## config.mk

```make
export PLATFORM = sky130hd
export DESIGN_NAME = outbox
export DESIGN_NICKNAME = d
export VERILOG_FILES = /design/src/rtl/outbox_pkg.sv /design/src/rtl/outbox_fifo_ram.sv /design/src/rtl/outbox.sv
export SDC_FILE = /design/constraint.sdc
export NUM_CORES = 1
export LEC_CHECK = 0
export ABC_AREA = 1
export BUFFER_PORTS_ARGS = -buffer_cell sky130_fd_sc_hd__buf_2
export CORE_UTILIZATION = 45
export CTS_CLUSTER_SIZE = 40
export DETAILED_ROUTE_END_ITERATION = 6
export HOLD_SLACK_MARGIN = 0.12
export SLEW_MARGIN = 20
export SYNTH_ARGS = -nofsm -noshare
export SYNTH_HDL_FRONTEND = slang
export SYNTH_SLANG_ARGS = --single-unit
```

## constraint.sdc

```tcl
create_clock -name clk -period 6.8 [get_ports clk]
set_input_delay 0.68 -clock clk [delete_from_list [all_inputs] [get_ports clk]]
set_output_delay 0.68 -clock clk [all_outputs]
set_load 0.01 [all_outputs]
```

## src/rtl/outbox_pkg.sv

```systemverilog
// Shared constants for the CPU mailbox blocks (outbox and inbox side).
package outbox_pkg;

    localparam int WIDTH_DEFAULT = 8;
    localparam int DEPTH_DEFAULT = 16;

    // Width of a word counter that can hold the value 'depth' itself.
    function automatic int count_width(input int depth);
        return $clog2(depth) + 1;
    endfunction

endpackage

```

## src/rtl/outbox_fifo_ram.sv

```systemverilog
// Storage array for the outbox: DEPTH-1 entries, synchronous write, asynchronous read.
module fifo_ram
    import outbox_pkg::*;
#(
    parameter int WIDTH = WIDTH_DEFAULT,
    parameter int DEPTH = DEPTH_DEFAULT,
    parameter int AW    = $clog2(DEPTH)
) (
    input  logic             clk,
    input  logic             we,
    input  logic [AW-1:0]    waddr,
    input  logic [WIDTH-1:0] wdata,
    input  logic [AW-1:0]    raddr,
    output logic [WIDTH-1:0] rdata
);

    // One slot fewer than DEPTH: the registered output stage holds the last word.
    logic [WIDTH-1:0] mem_q [0:DEPTH-2];

    always_ff @(posedge clk) begin
        if (we) begin
            mem_q[waddr] <= wdata;
        end
    end

    assign rdata = mem_q[raddr];

endmodule

```

## src/rtl/outbox.sv

```systemverilog
// CPU-to-reader outbox FIFO: circular buffer plus one registered output stage.
//
// Handshake: oValid/oData are a valid/ready source. A word transfers on a rising
// edge where oValid=1 and iReady=1; while oValid=1 and iReady=0, oData and oValid
// hold. The CPU side pushes iR on wO=1 when oFull=0; a push while full is dropped
// and latches oOverflow.
module outbox
    import outbox_pkg::*;
#(
    parameter int WIDTH = WIDTH_DEFAULT,
    parameter int DEPTH = DEPTH_DEFAULT
) (
    input  logic                     clk,
    input  logic                     rst,
    input  logic [WIDTH-1:0]         iR,
    input  logic                     wO,
    output logic                     oFull,
    output logic                     oEmpty,
    output logic [$clog2(DEPTH):0]   oCount,
    output logic [WIDTH-1:0]         oData,
    output logic                     oValid,
    input  logic                     iReady,
    output logic                     oOverflow
);

    localparam int AW = $clog2(DEPTH);
    localparam int CW = count_width(DEPTH);

    logic [AW-1:0]    wr_ptr_q, wr_ptr_d;
    logic [AW-1:0]    rd_ptr_q, rd_ptr_d;
    logic [CW-1:0]    count_q, count_d;
    logic [WIDTH-1:0] data_q, data_d;
    logic             valid_q, valid_d;
    logic             overflow_q, overflow_d;

    logic             full;
    logic             push;
    logic             xfer;
    logic             mem_has_word;
    logic             load;
    logic [WIDTH-1:0] ram_rdata;

    function automatic logic [AW-1:0] next_ptr(input logic [AW-1:0] p);
        return (p == AW'(DEPTH - 2)) ? '0 : p + 1'b1;
    endfunction

    assign full         = (count_q == CW'(DEPTH));
    assign push         = wO && !full;
    assign xfer         = valid_q && iReady;
    // Words in the array = total count minus the one sitting in the output stage.
    assign mem_has_word = (count_q != CW'(valid_q));
    // Output stage only refills from the array, so a fresh push costs one extra edge.
    assign load         = mem_has_word && (!valid_q || xfer);

    always_comb begin
        wr_ptr_d   = wr_ptr_q;
        rd_ptr_d   = rd_ptr_q;
        data_d     = data_q;
        valid_d    = valid_q;
        overflow_d = overflow_q;
        count_d    = count_q + CW'(push) - CW'(xfer);

        if (push) begin
            wr_ptr_d = next_ptr(wr_ptr_q);
        end
        if (load) begin
            rd_ptr_d = next_ptr(rd_ptr_q);
            data_d   = ram_rdata;
            valid_d  = 1'b1;
        end else if (xfer) begin
            valid_d = 1'b0;
        end
        if (wO && full) begin
            overflow_d = 1'b1;
        end
    end

    always_ff @(posedge clk) begin
        if (rst) begin
            wr_ptr_q   <= '0;
            rd_ptr_q   <= '0;
            count_q    <= '0;
            data_q     <= '0;
            valid_q    <= 1'b0;
            overflow_q <= 1'b0;
        end else begin
            wr_ptr_q   <= wr_ptr_d;
            rd_ptr_q   <= rd_ptr_d;
            count_q    <= count_d;
            data_q     <= data_d;
            valid_q    <= valid_d;
            overflow_q <= overflow_d;
        end
    end

    fifo_ram #(
        .WIDTH (WIDTH),
        .DEPTH (DEPTH),
        .AW    (AW)
    ) u_ram (
        .clk   (clk),
        .we    (push),
        .waddr (wr_ptr_q),
        .wdata (iR),
        .raddr (rd_ptr_q),
        .rdata (ram_rdata)
    );

    assign oFull     = full;
    assign oEmpty    = (count_q == '0);
    assign oCount    = count_q;
    assign oData     = data_q;
    assign oValid    = valid_q;
    assign oOverflow = overflow_q;

endmodule

```

# == Yosys cells after proc, flatten, opt, wreduce, memory -nomap -nowiden ==
# Memories as Yosys holds them, arrays and structs flattened. A register that Yosys moved wholly into a read port is not among the register bits.
# Index checks and enable logic that the tools add are counted.
# W data, S select, Z words.
# word_totals
ff_bits,15
ramBits,120
in_bits,12
output_inout_bits,17
elab_cells,29
memories,1
# memory_table
name,depth,word_bits,read_ports,rd_ports_with_merged_regs,write_ports,line,source
u_ram.mem_q,15,8,1,1,1,outbox_fifo_ram.sv:18,logic [WIDTH-1:0] mem_q [0:DEPTH-2];
# classes
add_sub_neg,4
eq_ne,4
n_mux,6
n_reduce_logical,9
# ops
operator,count
$add A4 B1 Y4 const B,2
$eq A4 B4 Y1 const B,2
$mux W4,2
$add A5 B1 Y5,1
$eq A5 B5 Y1 const B,1
$logic_not A5 Y1,1
$ne A5 B1 Y1,1
$sub A5 B1 Y5,1
$logic_and A1 B1 Y1,4
$mux W1,4
$logic_not A1 Y1,2
$reduce_bool A2 Y1,1
$logic_or A1 B1 Y1,1

# == Longest topological paths before layout ==
# depth
word_depth,5
ltp_mapped,14
depth_no_buf,14

# == Hierarchy ==
# Synthesis repeated with hierarchy kept, for this count alone.
# unflattened
cells_unflattened,682
hier_area_um2,6412.4
# by_module_without_submodules
mod,instances,cells_each,area_per_inst_um2
fifo_ram,1,503,5196.2
outbox,1,179,1216.2

# == Least setup slack after synthesis ==
# OpenSTA, ideal clock, no wires.
# synth_timing
path_kind,reg2reg
startpoint,register count_q[2] (netlist: oCount[2])
endpoint,register count_q[4] (netlist: oCount[4])
setup_ps,119
t_arrival_ps,2337
setup_slack_ps,4344
path_stages_with_launch,15
path_cell_list,dfxtp_1 > inv_1 > ha_1 > nand2_1 > nor3_2 > nor2_2 > inv_2 > ha_1 > inv_1 > ha_1 > fa_1 > nand3_1 > nand2_1 > o21ai_0 > a21oi_1
# synth_via
elab_chain_len,5
# synth_rtl
item,line,source
"start, declared",outbox.sv:31,"logic [CW-1:0] count_q, count_d;"
"start signal, assigned",outbox.sv:89,count_q <= count_d;
$eq A5 B5 Y1,outbox.sv:47,assign full = (count_q == CW'(DEPTH));
via oFull,outbox.sv:17,"output logic oFull,"
$logic_not A1 Y1,outbox.sv:48,assign push = wO && !full;
$logic_and A1 B1 Y1,outbox.sv:48,
$add A5 B1 Y5,outbox.sv:61,count_d = count_q + CW'(push) - CW'(xfer);
$sub A5 B1 Y5,outbox.sv:61,
# The timed path passes the listed nets, and every way through them passes these cells.
# A chain may end at the register's enable or synchronous reset.

# == Final worst setup path ==
# layout_timing
startpoint,register count_q[2] (netlist: oCount[2])
endpoint,register count_q[4] (netlist: oCount[4])
# layout_via
elab_chain_len,5
# layout_rtl
item,line
$eq A5 B5 Y1,outbox.sv:47
$logic_not A1 Y1,outbox.sv:48
$logic_and A1 B1 Y1,outbox.sv:48
$add A5 B1 Y5 *,outbox.sv:61
$sub A5 B1 Y5 *,outbox.sv:61
# Mark *: on every way between the ends. The rest lies on a longest branch, timed or not.

==> results.tsv <==
metric	value	unit
clock_skew	7.96	ps
port_buffers	28	
cts-resized-gates	0	
wl_per_cell	16.1	um
tightest_slew	1040	ps
synth_top_cells_by_count	nand2_1 (200), edfxtp_1 (120), inv_1 (62)	
remaining_drc_errors	0	
dp_hpwl	8450	um
fin_tns_setup	0	ps
wirelength	13300	um
critPathMaxFanout	9	
grt_remaining_overflow	0	
htree_levels	4	
synth_top_family_by_area	simple AND/OR/NAND/NOR gates	
rows	42	
synth-seq-cells	143	
start_kind	flip-flop	
setup_viol	0	
die_area	14100	um^2
antenna_found_initial	0	
die_x	119	um
cp_common_cell	ha_1	
antennaDiodeCount	0	
cpLargestDelayFamily	adder cells	
track_usage	20.2	%
muxShareOfSynthArea	0	%
layout-drive-gt1-share	11.1	%
cts_buffers	17	
cts_setup_buffers	0	
cpPeakStageDelay	410	ps
cp-end-kind	flip-flop	
synth.top_cell.area_share	58.5	%
layout_min_cycle_time	2610	ps
dr.pass1.iters	5	
path_buf_inv	3	
synth_edf_count	120	
timing.hold.ws	445	ps
synth_fp_nets	630	
hold_viol	0	
clk_pin_slew_worst_paths	60	ps
synth_adder_area_share	1.55	%
synthTopCellsByArea	edfxtp_1 (59%), nand2_1 (12%), dfxtp_1 (7.5%), nand3_1 (4.6%), inv_1 (3.8%)	
syn_area_per_cell	10.1	um^2
status	complete, no violations	
nets	655	
cts_buffer_depth	2	
cts_tree	built	
final_cell_area	6960	um^2
post-route-period-util	38.4	%
root_buffer	clkbuf_16	
leakage	0.00286	uW
maxCapViolCount	0	
grt_pass1_vias	3908	
ys_warn_count	0	
place_area	6390	um^2
vias_per_cell	5.07	
grt_max_degree	52	
synth-simple-area-share	22.3	%
synth_xor_area_share	0.427	%
timing.fmax	383	MHz
synth.distinct_cells	28	
die_y	119	um
netlist_area	6150	um^2
syn_inst	611	
drt_iter0_drc	359	
ios	29	
hp-class	flip-flop to flip-flop	
yosysSeqAreaShare	66.0	%
relSlewSlack	30.2	%
ctsHoldBuffers	0	
drtAntennaViolNets	0	
core_area	13300	um^2
cpMaxStageDelayCell	fa_1	
clkLatencyLatePin	420	ps
synth_compound_area_share	3.13	%
crit_arrival	2920	ps
rsz0062_at_grt	no	
place.gp.congestion	0.913	
peakVddDrop	0.000166	V
drv_slew	0	
yosys_most_used_dff	edfxtp_1	
yosysMostFrequentCell	nand2_1	
clock_sinks	143	
grt_pass1_wl	20900	um
initial_core_util	46.3	%
cp_data_required_time	7110	ps
via_count	4186	
power_density	393	nW/um^2
async_flop_share	0	%
yosys.area.top_type	edfxtp_1	
worstPathCellList	inv_1 -> ha_1 -> nand2_1 -> nor3_2 -> nor2_2 -> inv_2 -> ha_1 -> inv_1 -> ha_1 -> fa_1 -> nand3_1 -> nand2_1 -> o21ai_0 -> a21oi_1	
path_class	flip-flop to flip-flop	
syn2layout_area_growth	13.2	%
[registers in the layout, indices dropped and copies added (netlist names)]
signal       count
oCount           5
wr_ptr_q         4
oValid           1
rd_ptr_q         4
oOverflow        1
u_ram.mem_q    120
oData            8
[per-layer routing]
metal  global-route usage, %  part of all wire, %  vias to the layer above
met5                       0                    0                        -
met3                    5.17                  5.9                       32
met4                    9.65                  2.6                        0
met1                    26.7                   45                     1967
li1                        -                    -                     2056
met2                    31.3                   47                      131
[report_power, final]
group / internal (uW) / switching, uW
clock: 568 / 348
combinational: 239 / 527
sequential: 1020 / 36.0
[logic make-up (layout without fill, tap and decap cells)]
logic type / Yosys count / after routing
xor gates and xnor gates: 3 / 3
buffers and inverters: 92 / 130
adders and majority gates: 7 / 7
AOI/OAI and AO/OA: 35 / 35
DFF: 143 / 143
and+or+nand+nor: 331 / 331
[final timing paths]
kind	from	to	slack [ps]	depth (start not counted)
max reg2reg	oCount[2]	oCount[4]	4190	14
max	oCount[2]	oCount[4]	4190	14
min	oOverflow	oOverflow	450	2
min reg2reg	oOverflow	oOverflow	450	2
[cell usage in the layout (no fill, tap or decap), types with 4 or more instances in the layout]
cell and instances:
a21oi_1 22, buf_2 28, buf_4 4, clkbuf_16 17
clkinv_1 4, clkinv_2 4, dfxtp_1 23, edfxtp_1 120
ha_1 6, inv_1 62, inv_2 4, nand2_1 200
nand3_1 56, nand4_1 6, nor2_1 53, nor3_1 5
o21ai_0 8, or2_2 5
[tightest hold or removal path: stages (launching register included)]
cell	delay, ps
dfxtp_1	310
inv_1	40
a21oi_1	50
[cell type report]
cell class | instances | area [um^2]
Fill cell | 1183 | 6330
Sequential cell | 143 | 4060
Multi-Input combinational cell | 376 | 1680
Clock buffer | 18 | 429
Inverter | 66 | 248
Tap cell | 176 | 220
Timing Repair Buffer | 32 | 170
Clock inverter | 14 | 149
[per-stage QoR]
step                      power, uW  setup slack (ps)  util, %  instances
after detailed placement       1840              4170     48.0        793
after global routing           2880              4000     52.4        825
final                          2740              4190     52.4        825
after global placement         1830              4240     48.0        793
after CTS                      2750              4170     52.4        825
after floorplan                1650              4340        -        611
No activity file was read; power rests on OpenSTA's default activity.
